**src/rtl/key_step_ctrl_pkg.sv**
```systemverilog
// Shared encodings for the key-driven CPU step/run controller and its display consumers.
// Holds state and key-index constants plus the page-advance helper.
package key_step_ctrl_pkg;

    localparam int DIV_W  = 24;
    localparam int HOLD_W = 8;
    localparam int PAGE_W = 3;
    localparam int CNT_W  = 16;

    localparam int KEY_STEP = 0;
    localparam int KEY_RUN  = 1;
    localparam int KEY_PAGE = 2;
    localparam int KEY_CRST = 3;

    typedef enum logic [1:0] {
        PAUSE = 2'd0,
        RUN   = 2'd1,
        STEP  = 2'd2,
        CRST  = 2'd3
    } state_e;

    function automatic logic [PAGE_W-1:0] next_page(input logic [PAGE_W-1:0] cur,
                                                    input int pages);
        if (int'(cur) >= pages - 1) begin
            return '0;
        end
        return cur + 3'd1;
    endfunction

endpackage

```
**src/rtl/key_step_ctrl_run_divider.sv**
```systemverilog
// Terminal-count counter producing the RUN-mode CPU tick every LIMIT enabled cycles.
// Supports synchronous clear and parallel load; tc_o is combinational on the held count.
module run_divider
    import key_step_ctrl_pkg::*;
#(
    parameter logic [DIV_W-1:0] LIMIT = 24'd5000000
) (
    input  logic             clk,
    input  logic             rst,
    input  logic             en_i,
    input  logic             clr_i,
    input  logic             load_i,
    input  logic [DIV_W-1:0] load_val_i,
    output logic             tc_o
);

    logic [DIV_W-1:0] cnt_q, cnt_d;

    assign tc_o = en_i && (cnt_q == LIMIT - 24'd1);

    always_comb begin
        cnt_d = cnt_q;
        if (clr_i) begin
            cnt_d = '0;
        end else if (load_i) begin
            cnt_d = load_val_i;
        end else if (en_i) begin
            cnt_d = tc_o ? '0 : cnt_q + 24'd1;
        end
    end

    always_ff @(posedge clk or negedge rst) begin
        if (!rst) begin
            cnt_q <= '0;
        end else begin
            cnt_q <= cnt_d;
        end
    end

endmodule

```
**src/rtl/key_step_ctrl.sv**
```systemverilog
// Front-panel controller: single-step, free-run and CPU-reset sequencing from debounced keys,
// plus an independent display page selector. Every output comes straight from a flop.
module key_step_ctrl
    import key_step_ctrl_pkg::*;
#(
    parameter logic [DIV_W-1:0]  RUN_DIV  = 24'd5000000,
    parameter logic [HOLD_W-1:0] RST_HOLD = 8'd16,
    parameter int                PAGES    = 8
) (
    input  logic              clk,
    input  logic              rst,
    input  logic [3:0]        key_pulse,
    input  logic              halt_req,
    output logic              cpu_en,
    output logic              cpu_rst_n,
    output logic [1:0]        mode,
    output logic [PAGE_W-1:0] page,
    output logic [CNT_W-1:0]  step_cnt
);

    state_e              state_q, state_d;
    logic                boot_q;
    logic [HOLD_W-1:0]   hold_q, hold_d;
    logic                cpu_en_q, cpu_en_d;
    logic                cpu_rst_n_q, cpu_rst_n_d;
    logic [PAGE_W-1:0]   page_q, page_d;
    logic [CNT_W-1:0]    step_cnt_q, step_cnt_d;
    logic                div_clr;
    logic                div_tc;
    logic                in_run;

    assign in_run = (state_q == RUN);

    run_divider #(
        .LIMIT(RUN_DIV)
    ) u_run_divider (
        .clk        (clk),
        .rst        (rst),
        .en_i       (in_run),
        .clr_i      (div_clr),
        .load_i     (1'b0),
        .load_val_i ('0),
        .tc_o       (div_tc)
    );

    always_comb begin
        state_d     = state_q;
        hold_d      = hold_q;
        cpu_en_d    = 1'b0;
        cpu_rst_n_d = cpu_rst_n_q;
        step_cnt_d  = step_cnt_q;
        div_clr     = 1'b0;
        page_d      = key_pulse[KEY_PAGE] ? next_page(page_q, PAGES) : page_q;

        // The first clock after rst release behaves like a CPU-reset key press.
        if (boot_q || key_pulse[KEY_CRST]) begin
            state_d     = CRST;
            hold_d      = RST_HOLD;
            cpu_rst_n_d = 1'b0;
        end else begin
            case (state_q)
                PAUSE: begin
                    if (key_pulse[KEY_RUN] && !halt_req) begin
                        state_d = RUN;
                        div_clr = 1'b1;
                    end else if (key_pulse[KEY_STEP]) begin
                        state_d  = STEP;
                        cpu_en_d = 1'b1;
                    end
                end
                RUN: begin
                    if (halt_req || key_pulse[KEY_RUN]) begin
                        state_d = PAUSE;
                    end else if (div_tc) begin
                        cpu_en_d = 1'b1;
                    end
                end
                STEP: begin
                    state_d = PAUSE;
                end
                CRST: begin
                    if (hold_q > 8'd1) begin
                        hold_d = hold_q - 8'd1;
                    end else begin
                        state_d     = PAUSE;
                        hold_d      = '0;
                        cpu_rst_n_d = 1'b1;
                        step_cnt_d  = '0;
                    end
                end
                default: begin
                    state_d = PAUSE;
                end
            endcase
        end

        if (cpu_en_d && (step_cnt_q != 16'hFFFF)) begin
            step_cnt_d = step_cnt_q + 16'd1;
        end
    end

    always_ff @(posedge clk or negedge rst) begin
        if (!rst) begin
            state_q     <= PAUSE;
            boot_q      <= 1'b1;
            hold_q      <= '0;
            cpu_en_q    <= 1'b0;
            cpu_rst_n_q <= 1'b0;
            page_q      <= '0;
            step_cnt_q  <= '0;
        end else begin
            state_q     <= state_d;
            boot_q      <= 1'b0;
            hold_q      <= hold_d;
            cpu_en_q    <= cpu_en_d;
            cpu_rst_n_q <= cpu_rst_n_d;
            page_q      <= page_d;
            step_cnt_q  <= step_cnt_d;
        end
    end

    assign mode      = state_q;
    assign cpu_en    = cpu_en_q;
    assign cpu_rst_n = cpu_rst_n_q;
    assign page      = page_q;
    assign step_cnt  = step_cnt_q;

endmodule

```
**config.mk**
```make
export PLATFORM = sky130hd
export DESIGN_NAME = key_step_ctrl
export DESIGN_NICKNAME = d
export VERILOG_FILES = /design/src/rtl/key_step_ctrl_pkg.sv /design/src/rtl/key_step_ctrl_run_divider.sv /design/src/rtl/key_step_ctrl.sv
export SDC_FILE = /design/constraint.sdc
export NUM_CORES = 1
export LEC_CHECK = 0
export ABC_AREA = 1
export ABC_CLOCK_PERIOD_IN_PS = 2500
export CAP_MARGIN = 25
export CORE_UTILIZATION = 43
export CTS_BUF_LIST = sky130_fd_sc_hd__clkbuf_4 sky130_fd_sc_hd__clkbuf_8
export CTS_CLUSTER_SIZE = 12
export DETAILED_ROUTE_END_ITERATION = 12
export GPL_ROUTABILITY_DRIVEN = 0
export PLACE_DENSITY = 0.66
export SLEW_MARGIN = 25
export SYNTH_ARGS = -nofsm -noshare
export SYNTH_HDL_FRONTEND = slang
export SYNTH_SLANG_ARGS = --single-unit
```
**constraint.sdc**
```tcl
create_clock -name clk -period 2.5 [get_ports clk]
set_clock_uncertainty 0.15 [all_clocks]
set_input_delay 0.5 -clock clk [delete_from_list [all_inputs] [get_ports clk]]
set_output_delay 0.5 -clock clk [all_outputs]
set_load 0.02 [all_outputs]
```
### After elaboration in Yosys (flattened, before gate mapping)

Cells that the tools add are included.

* add/sub/neg operators: 4
* $lt $le $gt $ge: 2
* equal/unequal tests: 11
* muxes and demuxes: 31
* reduce and logical (&&, ||, !) cells: 13

Operators with widths (count)
* $mux W24: 3
* $mux W16: 4
* $add A24 B1 Y24 const B: 1
* $eq A24 B23 Y1 const B: 1
* $mux W8: 3
* $add A16 B1 Y16 const B: 1
* $ne A16 B16 Y1 const B: 1
* $mux W1: 12
* $mux W2: 5
* $gt A8 B1 Y1 const B: 1
* $pmux W2 S4: 1
* $sub A8 B1 Y8 const B: 1
* $mux W3: 2
* $ne A3 B3 Y1 const B: 2
* $reduce_and A3 Y1: 2
* $reduce_bool A2 Y1: 3
* $eq A2 B2 Y1 const B: 2
* $ne A2 B1 Y1 const B: 2
* $ne A4 B4 Y1 const B: 1
* $add A3 B1 Y3 const B: 1
* $ge A3 B3 Y1 const B: 1
* $logic_and A1 B1 Y1: 3
* $eq A2 B1 Y1 const B: 1
* $logic_not A2 Y1: 1
* other kinds (5): 6

* register bits after elaboration: 56
* input bits: 7
* output and inout port bits: 23
* logic and storage cells: 69

### Longest topological paths before layout

Gate-level depths: netlist (run 1).

* depth after elaboration: 9
* depth in mapped cells: 13
* gate-level depth less buffers: 12

### By module

Synthesis (run 1) repeated with hierarchy kept, for this count alone.

* cells, all modules: 558
* area, all modules: 3819.9 um^2

Modules (own cells, without submodules)
* run_divider: times used 1, cells each 320, area an instance 1969.4 um^2, seq. area each 600.6 um^2
* key_step_ctrl: times used 1, cells each 238, area an instance 1850.5 um^2, seq. area each 802.0 um^2

### Worst setup path before layout (run 1)

OpenSTA, ideal clock, no wires.

* path type: reg-to-reg
* from: reg step_cnt_q[0], in the netlist step_cnt[0]
* to: reg step_cnt_q[10], in the netlist step_cnt[10]
* library setup time: 0.067 ns
* arrival: 1.748 ns
* required time: 2.283 ns
* path slack: 0.536 ns
* stages on the path, launching flop included: 13
* path buffers: 1
* clock period less this slack: 1.964 ns
* path through: dfrtp_1 > ha_1 > nand2_1 > nor2_4 > inv_2 > nor2_4 > nand4_4 > nand3_4 > nand2_4 > nand2_4 > buf_6 > nand2_1 > nand2_1

* cells in the longest elaborated chain, start to end: 4
* elaborated cells between the ends (all ways): 8
* classes of those cells: add/sub: 1; eq/ne: 3; mux: 1; reduce/logical: 3

RTL lines
* start, declared: RTL line key_step_ctrl.sv:27 `logic [CNT_W-1:0] step_cnt_q, step_cnt_d;`
* start signal, assigned: RTL line key_step_ctrl.sv:118 `step_cnt_q <= step_cnt_d;`
* parallel branches: the longest is 4 deep, another holds $add A16 B1 Y16

Parallel ways; which one is timed is not known.
A chain may end at the register's enable or synchronous reset.

### Final worst setup path (run 1)

* from: reg step_cnt_q[10], in the netlist step_cnt[10]
* to: out step_cnt[10]

RTL lines
* end, declared: RTL line key_step_ctrl.sv:18 `output logic [CNT_W-1:0] step_cnt`

No word-level cell between the ends.

==> results of run 1 <==
==> cells in the final DEF (no fill, tap or decap), types with 2 or more instances in the layout <==
master,instances
nor3b_1,2
nor2_1,51
nor4_1,5
buf_4,8
nor2_4,3
o22ai_1,3
dfrtp_1,55
inv_2,5
nand2_1,103
xor2_1,18
o21ai_0,18
ha_1,6
inv_1,40
or2_2,12
o21ai_1,3
nand2_4,2
clkdlybuf4s50_1,28
a21oi_1,11
nand4_1,10
nor3_1,21
nand3_1,39
a31oi_1,2
clkbuf_8,5
xnor2_1,6
==> routing by layer <==
| layer | track usage | wire (um) | vias up |
|---|---|---|---|
| met5 | 0 | 0 | - |
| met3 | 0.0338 | 322 | 12 |
| met2 | 0.310 | 3340 | 75 |
| met1 | 0.272 | 3510 | 1394 |
| met4 | 0.0615 | 106 | 0 |
| li1 | - | - | 1500 |
==> logic make-up (layout without fill, tap and decap cells) <==
| logic type | Yosys count | count (layout) | synth area share |
|---|---|---|---|
| flip-flops | 56 | 56 | 0.424 |
| buffers and inverters | 49 | 91 | 0.0586 |
| AO/OA/AOI/OAI | 41 | 41 | 0.0680 |
| adder cells (fa/ha/maj) | 6 | 6 | 0.0227 |
| AND/OR/NAND/NOR | 256 | 256 | 0.362 |
| XOR/XNOR | 24 | 24 | 0.0635 |
| other | 1 | 1 | 0.00113 |
==> stage by stage <==
stage | cells | util | setup slack [ns] | area [um^2] | power [mW]
after detailed placement | 565 | 0.512 | 0.174 | 3750 | 1.74
after global placement | 565 | 0.512 | 0.225 | 3750 | 1.73
after floorplan | 433 | - | 0.536 | 3310 | 1.54
after CTS | 574 | 0.526 | 0.350 | 3860 | 2.28
final | 574 | 0.526 | 0.360 | 3860 | 2.26
after global routing | 574 | 0.526 | 0.163 | 3860 | 2.42
==> worst paths after layout <==
check	cells after the start	end	slack, ns	startpoint
setup / recovery	1	step_cnt[10]	0.36	step_cnt[10]$_DFFE_PN0P_
hold / removal	2	cpu_rst_n$_DFFE_PN0P_	0.37	cpu_rst_n$_DFFE_PN0P_
setup reg to reg	9	step_cnt[3]$_DFFE_PN0P_	0.37	u_run_divider.cnt_q[0]$_DFFE_PN0P_
hold reg to reg	2	cpu_rst_n$_DFFE_PN0P_	0.37	cpu_rst_n$_DFFE_PN0P_
max in group asynchronous	3	u_run_divider.cnt_q[17]$_DFFE_PN0P_	1.09	rst
min in group asynchronous	2	u_run_divider.cnt_q[0]$_DFFE_PN0P_	0.46	rst
==> registers in the layout (all words and copies together), names as in the netlist <==
signal	cells
page	3
mode	2
u_run_divider.cnt_q	24
cpu_rst_n	1
boot_q	1
cpu_en	1
step_cnt	16
hold_q	8
==> final cells by class <==
| cell class | count | share of cell area |
|---|---|---|
| tap | 99 | 0.0321 |
| inverter | 45 | 0.0438 |
| clock buffer | 5 | 0.0178 |
| timing repair buffer | 38 | 0.0921 |
| sequential | 56 | 0.364 |
| multi-input combinational | 328 | 0.445 |
| clock inverter | 3 | 0.00584 |
==> power by group <==
part | internal [mW] | switching (mW) | leakage (nW) | total, mW
clock | 0.202 | 0.328 | 0.0485 | 0.530
combinational | 0.229 | 0.320 | 0.928 | 0.549
sequential | 1.04 | 0.141 | 0.744 | 1.18
==> synthesized netlist by cell type, drive strengths merged (2+ instances only) <==
cell type	instances	area (um^2)
xnor2	6	52.6
xor2	18	158
nor2	55	231
nand2	106	415
dfrtp	55	1380
a21oi	12	63.8
inv	45	169
nand3	41	223
or2	12	75.1
o21ai	21	105
nor4	5	31.3
nand4	11	83.8
o22ai	3	18.8
nor3b	2	15.0
a31oi	2	12.5
buf	3	21.3
ha	6	75.1
nor3	21	105
==> repair_timing <==
item / in CTS / in global routing
setup endpoints to repair: 0 / 0
hold buffers: 1 / 0
endpoints found under the hold margin: 14 / 0
==> impl_metrics.json, run 1 <==
{
  "status": "completed",
  "ys_ff_latch": 56,
  "cp_cell_sequence": "clkdlybuf4s50_1",
  "grt_pass1_wl_mm": 12.9,
  "coreArea_um2": 7330,
  "crit_path_top_delay_cell": "clkdlybuf4s50_1",
  "path_delay_family": "buffers and inverters",
  "power_density_nw_per_um2": 585,
  "setup.worst_path.end_class": "output port",
  "critPathMaxStageDelay_ns": 0.66,
  "synth_edf_count": 0,
  "grt.total_usage": 0.196,
  "area_growth_pct": 16.5,
  "die_h_um": 89.7,
  "clock-root-buffer": "clkbuf_8",
  "worstPathMaxFanout": 7,
  "crit_type": "reg2out",
  "arrival_ns": 1.49,
  "start_kind": "flop",
  "drtIter0Drc": 178,
  "num_vias": 2981,
  "postSynthCellCount": 433,
  "register_area_um2": 1400,
  "insertion_delay_ns": 0.32,
  "synth-seq-area-share": 0.424,
  "dp.final_hpwl_mm": 5.48,
  "antenna_cells": 0,
  "cts_setup_buffers": 0,
  "hold_viol_final": 0,
  "worstPathRequired_ns": 1.85,
  "period_share": 0.856,
  "drtPass1Iterations": 6,
  "pin_count": 30,
  "finalSetupViolCount": 0,
  "hp-class": "reg2reg",
  "grt_start_max_net_pins": 27,
  "final.setup.tns_ns": 0,
  "ys_async_sr_fraction": 1.00,
  "clkTransAtPathRegs_ns": 0.11,
  "yosys_warnings": 0,
  "synth.distinct_cells": 38,
  "grt_antenna_before_repair": 0,
  "nFillCells": 698,
  "p_leak_nw": 1.72,
  "wl_mm": 7.29,
  "fmax_mhz": 467,
  "route.detailed.drc": 0,
  "vdd_drop_max_v": 0.000353,
  "synth_flop_cell": "dfrtp_1",
  "cts_tree": "done",
  "cts_sinks": 56,
  "critPathBufInv": 1,
  "period_needed_ns": 2.14,
  "io_buffers": 29,
  "hold_ws_ns": 0.372,
  "postSynthAreaPerCell_um2": 7.65,
  "cap_violations": 0,
  "grt_pass1_vias": 2791,
  "syn-cell-area_um2": 3310,
  "synth_nets": 446,
  "ctsResizeCount": 0,
  "clockBufferDepth": 2,
  "wl_per_cell_um": 12.7,
  "drt-vias-per-instance": 5.19,
  "ant_nets": 0,
  "rows": 31,
  "overflow": 0,
  "rsz0062_at_grt": "no",
  "die_x_um": 89.7,
  "die_area_um2": 8050,
  "htree_levels": 2,
  "slew_viol_final": 0,
  "nNetsFinal": 487,
  "final_layout_size_suffix_gt1_frac": 0.0968,
  "cts_buffers": 5,
  "multi_input_area_um2": 1710,
  "initial_core_util": 0.452
}
No activity file was read; power rests on OpenSTA's default activity.
==> run 2: changes to the inputs <==
- GPL_ROUTABILITY_DRIVEN: 0 -> unset
==> results of run 2 <==
The final DEF is identical to that of run 1; final timing and power are the same.
==> run 3: changes to the inputs <==
- ABC_CLOCK_PERIOD_IN_PS: 2500 -> 2050
- CORE_MARGIN: unset -> 2
- clock period: 2.5 -> 2.05 ns (I/O delays scaled with it)
==> impl_metrics.json, run 3 (same netlist as run 1, synthesis figures left out) <==
{
  "period_share": 0.967,
  "layout_commonest_cell": "nand2_1",
  "crit_type": "reg2out",
  "clock-root-buffer": "clkbuf_8",
  "switching_power_mw": 0.974,
  "path_delay_family": "buffers and inverters",
  "p_comb_frac": 0.277,
  "die_h_um": 91.7,
  "initial_core_util": 0.449,
  "grt.total_usage": 0.191,
  "cts_tree": "done",
  "vdd_drop_max_v": 0.000422,
  "top_register": "u_run_divider.cnt_q",
  "drtIter0Drc": 158,
  "pin_count": 30,
  "setup.worst_path.end_class": "output port",
  "coreArea_um2": 7370,
  "antenna_cells": 0,
  "clockBufferDepth": 2,
  "grt_pass1_vias": 2874,
  "cp_cell_sequence": "clkdlybuf4s50_1",
  "grt_pass1_wl_mm": 13.3,
  "overflow": 0,
  "critPathBufInv": 1,
  "start_kind": "flop",
  "nNetsFinal": 506,
  "mostFrequentLayoutCells": "nand2_1 (102), dfrtp_1 (53), nor2_1 (49)",
  "rows": 31,
  "largest_register_ffs": 24,
  "crit_path_top_delay_cell": "clkdlybuf4s50_1",
  "gp_congestion": 0.876,
  "worstPathMaxFanout": 6,
  "p_leak_nw": 1.84,
  "grt_start_max_net_pins": 57,
  "drt-vias-per-instance": 5.14,
  "p_total_mw": 2.83,
  "pre_cts_ws_ns": -0.115,
  "hold_viol_final": 0,
  "wl_per_cell_um": 13.0,
  "num_vias": 3042,
  "clkTransAtPathRegs_ns": 0.10,
  "period_needed_ns": 1.98,
  "rsz0062_at_grt": "yes",
  "insertion_delay_ns": 0.31,
  "slew_viol_final": 0,
  "ant_nets": 0,
  "hp-class": "reg2reg",
  "p_seq_frac": 0.508,
  "fmax_mhz": 505,
  "htree_levels": 2,
  "route.detailed.drc": 0,
  "clock_power_share": 0.215,
  "wl_mm": 7.67,
  "status": "completed",
  "cap_violations": 0,
  "hold_ws_ns": 0.375,
  "arrival_ns": 1.42,
  "nFillCells": 707,
  "grt_antenna_before_repair": 0,
  "worstPathRequired_ns": 1.49,
  "multi_input_area_um2": 1780,
  "switching_share": 0.344,
  "io_buffers": 29,
  "power_density_nw_per_um2": 694,
  "p_int_mw": 1.86,
  "fin_ws_ns": 0.0679,
  "die_x_um": 91.7,
  "final_layout_size_suffix_gt1_frac": 0.148,
  "finalSetupViolCount": 0,
  "area_growth_pct": 23.2,
  "dp.final_hpwl_mm": 5.52,
  "die_area_um2": 8420,
  "critPathMaxStageDelay_ns": 0.64,
  "drtPass1Iterations": 5,
  "cts_buffers": 5,
  "cts_sinks": 56,
  "register_area_um2": 1410
}
==> run 3: cell count changes in the layout (fill, tap and decap cells not counted), sizes merged <==
cell	before	now
buf	9	27
clkdlybuf4s50	28	26
dlymetal6s2s	0	2
clkinv	2	1
clkinvlp	0	1
inv	46	45
nand3	41	42
==> run 3: power groups by stage <==
stage	registers, mW	logic, mW	clock network, mW
finish	1.44	0.783	0.610
global route	1.47	0.890	0.671
CTS	1.43	0.728	0.629
detailed placement	1.45	0.727	0
global placement	1.45	0.699	0
floorplan	1.46	0.420	0
==> run 3: final cells by class <==
class,instances,area share
clock buffer,5,0.0169
clock inverter,2,0.00307
inverter,45,0.0414
multi-input combinational,329,0.436
sequential,56,0.344
tap,99,0.0304
timing repair buffer,56,0.128
==> run 3: final timing paths <==
path	slack, ns	cells after the start	to	startpoint
max in group asynchronous	0.97	3	boot_q$_DFF_PN1_	rst
worst min-delay path	0.37	2	cpu_rst_n$_DFFE_PN0P_	cpu_rst_n$_DFFE_PN0P_
worst min register to register	0.37	2	cpu_rst_n$_DFFE_PN0P_	cpu_rst_n$_DFFE_PN0P_
min in group asynchronous	0.45	3	u_run_divider.cnt_q[18]$_DFFE_PN0P_	rst
worst max register to register	0.10	12	step_cnt[11]$_DFFE_PN0P_	u_run_divider.cnt_q[0]$_DFFE_PN0P_
worst max-delay path	0.07	1	step_cnt[3]	step_cnt[3]$_DFFE_PN0P_
==> run 3: routing by layer <==
metal	wire [um]	global-route usage	vias to the layer above	part of all wire
li1	-	-	1539	-
met1	3800	0.279	1434	0.50
met2	3500	0.294	65	0.46
met3	321	0.0320	4	0.042
met4	48	0.0522	0	0.0063
met5	0	0	-	0
==> run 3: per-stage QoR <==
step / cell area [um^2] / std cells / util / setup TNS [ns]
CTS: 3980 / 587 / 0.540 / -0.0345
floorplan: 3310 / 433 / - / 0
global placement: 3880 / 579 / 0.527 / -1.05
global route: 4080 / 592 / 0.553 / -0.562
detailed placement: 3880 / 579 / 0.527 / -1.72
finish: 4080 / 592 / 0.553 / 0
==> run 3: timing repair <==
item,in CTS,in global routing
setup buffers,0,4
cloned,0,1
pin swaps,0,4
setup endpoints to repair,3,25
hold endpoints to repair,55,0
hold buffers,1,0
resized for setup,3,12
